### src/rtl/if_prefetch.sv
// rtl/if_prefetch.sv - decoupled instruction prefetch unit with a DEPTH-entry PC/instruction FIFO
// Optional IF_MISALIGN_CHECK_EN: a misaligned redirect raises misalign_o and halts fetch until an aligned redirect.
module if_prefetch #(
   parameter int                  XLEN     = 32,
   parameter int                  PC_WIDTH = 32,
   parameter logic [PC_WIDTH-1:0] RESET_PC = '0,
   parameter int                  DEPTH    = 4
) (
   input  logic                clk,
   input  logic                rst_n,
   input  logic                redirect_i,
   input  logic [PC_WIDTH-1:0] redirect_pc_i,
   output logic                imem_req_o,
   output logic [PC_WIDTH-1:0] imem_addr_o,
   input  logic                imem_gnt_i,
   input  logic                imem_rvalid_i,
   input  logic [XLEN-1:0]     imem_rdata_i,
   output logic                inst_valid_o,
   input  logic                inst_ready_i,
   output logic [XLEN-1:0]     inst_o,
   output logic [PC_WIDTH-1:0] pc_o,
   output logic [PC_WIDTH-1:0] pcplus4_o,
   output logic                misalign_o
);
   localparam int AW = $clog2(DEPTH);
   localparam int CW = AW + 1;

   logic [PC_WIDTH-1:0] fetch_pc_q, fetch_pc_d, resp_pc_q, resp_pc_d;
   logic [CW-1:0]       outstanding_q, outstanding_d, drop_cnt_q, drop_cnt_d, count_q, count_d;
   logic [AW-1:0]       rd_ptr_q, rd_ptr_d, wr_ptr_q, wr_ptr_d;
   logic [XLEN-1:0]     inst_mem_q [DEPTH];
   logic [PC_WIDTH-1:0] pc_mem_q [DEPTH];
   logic [PC_WIDTH-1:0] target;
   logic [CW:0]         credit_used;
   logic                grant, push, pop, halt_q;

`ifdef IF_MISALIGN_CHECK_EN
   logic halt_d, target_misaligned;

   assign target            = redirect_pc_i;
   assign target_misaligned = (redirect_pc_i[1:0] != 2'b00);
   assign halt_d            = redirect_i ? target_misaligned : halt_q;

   always_ff @(posedge clk or negedge rst_n) begin
      if (!rst_n) halt_q <= 1'b0;
      else        halt_q <= halt_d;
   end
   assign misalign_o = halt_q;
`else
   logic unused_low_bits;

   assign unused_low_bits = ^redirect_pc_i[1:0];
   assign target          = {redirect_pc_i[PC_WIDTH-1:2], 2'b00};
   assign halt_q          = 1'b0;
   assign misalign_o      = 1'b0;
`endif

   // Credit counts requests in flight plus buffered entries, so a granted response always has a slot.
   assign credit_used  = {1'b0, outstanding_q} + {1'b0, count_q};
   assign imem_req_o   = rst_n && !redirect_i && !halt_q && (credit_used < (CW+1)'(DEPTH));
   assign imem_addr_o  = fetch_pc_q;
   assign grant        = imem_req_o && imem_gnt_i;
   assign inst_valid_o = (count_q != '0);
   assign pop          = inst_valid_o && inst_ready_i && !redirect_i;
   assign push         = imem_rvalid_i && (drop_cnt_q == '0) && !redirect_i;
   assign inst_o       = inst_mem_q[rd_ptr_q];
   assign pc_o         = pc_mem_q[rd_ptr_q];
   assign pcplus4_o    = pc_o + PC_WIDTH'(4);

   always_comb begin
      fetch_pc_d    = fetch_pc_q;
      resp_pc_d     = resp_pc_q;
      outstanding_d = outstanding_q;
      drop_cnt_d    = drop_cnt_q;
      count_d       = count_q;
      rd_ptr_d      = rd_ptr_q;
      wr_ptr_d      = wr_ptr_q;
      if (grant) fetch_pc_d = fetch_pc_q + PC_WIDTH'(4);
      case ({grant, imem_rvalid_i})
         2'b10:   outstanding_d = outstanding_q + CW'(1);
         2'b01:   outstanding_d = outstanding_q - CW'(1);
         default: outstanding_d = outstanding_q;
      endcase
      if (redirect_i) begin
         // Every request still in flight belongs to the old path; the one answering now is already gone.
         fetch_pc_d = target;
         resp_pc_d  = target;
         drop_cnt_d = outstanding_q - CW'(imem_rvalid_i);
         count_d    = '0;
         rd_ptr_d   = '0;
         wr_ptr_d   = '0;
      end else begin
         if (imem_rvalid_i && (drop_cnt_q != '0)) drop_cnt_d = drop_cnt_q - CW'(1);
         if (push) begin
            resp_pc_d = resp_pc_q + PC_WIDTH'(4);
            wr_ptr_d  = wr_ptr_q + AW'(1);
         end
         if (pop) rd_ptr_d = rd_ptr_q + AW'(1);
         count_d = count_q + CW'(push) - CW'(pop);
      end
   end

   always_ff @(posedge clk or negedge rst_n) begin
      if (!rst_n) begin
         fetch_pc_q    <= RESET_PC;
         resp_pc_q     <= RESET_PC;
         outstanding_q <= '0;
         drop_cnt_q    <= '0;
         count_q       <= '0;
         rd_ptr_q      <= '0;
         wr_ptr_q      <= '0;
      end else begin
         fetch_pc_q    <= fetch_pc_d;
         resp_pc_q     <= resp_pc_d;
         outstanding_q <= outstanding_d;
         drop_cnt_q    <= drop_cnt_d;
         count_q       <= count_d;
         rd_ptr_q      <= rd_ptr_d;
         wr_ptr_q      <= wr_ptr_d;
      end
   end

   always_ff @(posedge clk) begin
      if (push) begin
         inst_mem_q[wr_ptr_q] <= imem_rdata_i;
         pc_mem_q[wr_ptr_q]   <= resp_pc_q;
      end
   end
endmodule

### config.mk
export PLATFORM = sky130hd
export DESIGN_NAME = if_prefetch
export DESIGN_NICKNAME = d
export VERILOG_FILES = /design/src/rtl/if_prefetch.sv
export SDC_FILE = /design/constraint.sdc
export NUM_CORES = 1
export LEC_CHECK = 0
export BUFFER_PORTS_ARGS = -buffer_cell sky130_fd_sc_hd__buf_2
export CORE_MARGIN = 2
export CORE_UTILIZATION = 40
export DETAILED_ROUTE_END_ITERATION = 8
export GPL_ROUTABILITY_DRIVEN = 0
export SLEW_MARGIN = 25
export SYNTH_ARGS = -nofsm -noshare
export SYNTH_HDL_FRONTEND = slang
export SYNTH_SLANG_ARGS = --single-unit
### constraint.sdc
create_clock -name clk -period 3.79 [get_ports clk]
set_input_delay 0.758 -clock clk [delete_from_list [all_inputs] [get_ports clk]]
set_output_delay 0.758 -clock clk [all_outputs]
set_load 0.01 [all_outputs]
==> results.yml <==
yosys:
  synth-seq-cells: 321
  netlist_instances: 862
  yosys_most_used_dff: "edfxtp_1"
  ys_types: 55
  yosys_warnings: 0
  synthArstFlopShare: 0.227
  syn_area_mm2: 0.0138
  synth_edf_count: 248
  avgSynthCellArea_um2: 16.0
  seq_area_frac_synth: 0.671
pwr:
  pwr_density_cell_mw_per_mm2: 589
  p_int_w: 0.00705
  peakVddDrop_v: 0.000272
  p_sw_w: 0.00278
  pwr-share-comb: 0.240
  seqPwrFrac: 0.432
  leakagePower_nw: 6.13
  p_clk_frac: 0.327
  switching_share: 0.283
  totalPowerFinal_w: 0.00982
clocking:
  clk_pin_slew_ps: 60
  htree_levels: 2
  ctsHoldBuffers: 0
  cts.sinks: 321
  clockBufferDepth: 3
  cts_tree: "yes"
  clkLatencyLatePin_ps: 500
  cts_buffers: 35
  cts_root_buffer: "clkbuf_16"
sta:
  finalClockSkew_ps: 15.3
  worst_pin_slew_ps: 934
  period_needed_ps: 3700
  post-route-period-util: 0.976
  setup_viol: 0
  report.final.slew_viol_count: 0
  max_freq_mhz: 270
  relSlewSlack: 0.375
  grt_setup_unrepaired: "true"
  hold_violations: 0
final_layout:
  drive_gt1_frac: 0.339
  syn_to_final_growth_pct: 20.6
  nets: 1180
  layout.cells.non_filler: 1573
critical_path:
  r2r_cells: 10
  crit_cells: 8
  path_class: "flip-flop to output pin"
  cp_num_buf_inv: 3
  crit_required_ps: 3030
  regToRegEndpoint: "outstanding_q[2]$_DFFE_PN0P_"
  slowest_delay_ps: 540
  r2r_slack_ps: 1040
  r2r-start: "count_q[1]$_DFF_PN0_"
  crit_arrival_ps: 2940
  cpLargestDelayFamily: "simple AND/OR/NAND/NOR gates"
  path_max_fanout: 8
  path_cells: "buf_4 > mux4_2 > nand4_2 > or3_4 > buf_6 > nor4_4 > xor2_1 > buf_2"
  critical_path.slowest_cell: "dfrtp_4"
  worst_setup_path_end_kind: "output pin"
  cp-startpoint: "rd_ptr_q[0]$_DFFE_PN0P_"
  worstSetupStartpointType: "flip-flop"
routing:
  met1_length_mm: 14.0
  first_pass_iters: 5
  drc: 0
  drt_iter0_drc: 592
  ant_nets: 0
  maxUsedRoutingLayer: "met4"
  met2_length_mm: 14.0
  vias: 8241
  avgRoutedWirePerCell_um: 19.4
  postRouteWirelength_mm: 30.4
  wl_met3_mm: 1.86
  viasPerCell: 5.24
grt:
  grt_pass1_wl_mm: 47.7
  gr-total-overflow: 0
  grt_max_degree: 63
  first_global_vias: 8350
  antenna_found_initial: 0
  grt_util_all_layers: 0.170
floorplanning:
  core_area_mm2: 0.0343
  die_x_um: 190
  start_util: 0.403
  rows: 68
  die_area_mm2: 0.0360
  die_y_um: 190
  pin_count: 201
hold_path:
  worstHoldPathType: "input pin to async pin"
run_status:
  status: "finished, final reports clean"
placed_design:
  io_buffers: 191
  dp_hpwl_mm: 20.2
  placed_cells: 1495
job:
  cap_viol_max_count: 0
==> power groups by stage <==
stage	registers [W]	clock network (W)	logic, W
3_3_place_gp	0.00433	0	0.00224
2_1_floorplan	0.00426	0	0.00151
6_report	0.00425	0.00321	0.00236
5_1_grt	0.00428	0.00343	0.00260
3_5_place_dp	0.00434	0	0.00226
4_1_cts	0.00425	0.00330	0.00236
==> through the flow <==
step	hold slack (ps)	setup WS [ps]	instance area (µm²)	TNS [ps]	util
2_1_floorplan	462	616	13800	0	-
3_3_place_gp	493	320	15400	0	0.448
3_5_place_dp	485	307	15400	0	0.448
4_1_cts	339	5.78	16500	0	0.483
5_1_grt	351	-52.7	16700	-52.7	0.486
6_report	339	89.3	16700	0	0.486
==> synthesized netlist by cell type, drive strengths merged, types with 3 or more instances <==
| master | count | area [µm²] |
|---|---|---|
| nor2 | 28 | 105 |
| and3 | 21 | 131 |
| ha | 16 | 200 |
| a21oi | 11 | 55.1 |
| nor4 | 5 | 65.1 |
| a31oi | 6 | 37.5 |
| and2 | 11 | 68.8 |
| and4 | 14 | 123 |
| xnor2 | 31 | 272 |
| nand2 | 58 | 220 |
| buf | 23 | 164 |
| or3 | 6 | 37.5 |
| xor2 | 41 | 359 |
| nor3 | 7 | 45.0 |
| mux4 | 62 | 1400 |
| dfrtp | 73 | 1830 |
| o21ai | 33 | 165 |
| nand3 | 39 | 195 |
| mux2 | 12 | 135 |
| nand4b | 4 | 35.0 |
| edfxtp | 248 | 7450 |
| or4 | 4 | 30.0 |
| clkbuf | 19 | 71.3 |
| o311ai | 5 | 43.8 |
| inv | 23 | 86.3 |
| mux2i | 5 | 50.1 |
| nand4 | 24 | 156 |
| o31ai | 3 | 22.5 |
| o211ai | 6 | 45.0 |
==> logic make-up (layout without fill, tap and decap cells) <==
logic type	after synthesis	in the layout	share of synthesized area
AOI/OAI and AO/OA	76	76	0.0339
xor gates and xnor gates	72	72	0.0457
adders and majority gates	18	18	0.0174
buffers and inverters	66	315	0.0236
DFF	321	321	0.671
muxes	79	79	0.115
other	1	8	0.000272
and+or+nand+nor	229	229	0.0932
==> area by class of cell <==
type | instances | area (µm²)
antenna | 1 | 2.50
tap | 455 | 569
clock buffer | 45 | 943
fill | 2974 | 17600
clock inverter | 17 | 144
timing repair buffer | 229 | 1330
inverter | 24 | 90.1
multi-input combinational | 481 | 4310
sequential | 321 | 9280
==> worst max-delay path by stage <==
stage                                  to
2_1_floorplan  inst_mem_q[0][0]$_DFFE_PP_
3_3_place_gp                pcplus4_o[22]
3_5_place_dp                pcplus4_o[22]
4_1_cts                     pcplus4_o[29]
5_1_grt                     pcplus4_o[29]
6_report                    pcplus4_o[29]
==> metal layers <==
layer / GRT usage / vias up
met2: 0.268 / 273
met1: 0.248 / 4142
met3: 0.0273 / 41
li1: - / 3785
met4: 0.0438 / 0
met5: 0 / -
==> layout by cell type (no fill, tap or decap), drive strengths merged, types with 21 or more instances in the layout <==
master  count
clkbuf     45
edfxtp    248
nand2      58
nand3      39
inv        25
dfrtp      73
xnor2      31
mux4       62
xor2       41
and3       21
nand4      24
buf       229
o21ai      33
nor2       28
==> worst register-to-register path, delay by kind of cell (launching register included) <==
kind                     cells  cell delay [ps]
AND/OR/NAND/NOR              3              420
flip-flops                   1              450
XOR/XNOR                     2              300
buffers and inverters        2              520
adder cells (fa/ha/maj)      3              970
==> what timing repair did <==
action / 4_1_cts / 5_1_grt
setup buffers: 9 / 6
pin swaps: 1 / 2
resized for setup: 8 / 14
setup endpoints to repair: 12 / 8
==> state kept, by name (all words and copies together), names as in the netlist <==
signal,flops
resp_pc_q,30
drop_cnt_q,3
pc_mem_q,120
imem_addr_o,30
rd_ptr_q,2
outstanding_q,3
wr_ptr_q,2
count_q,3
inst_mem_q,128
(Power assumes the default switching activity.)
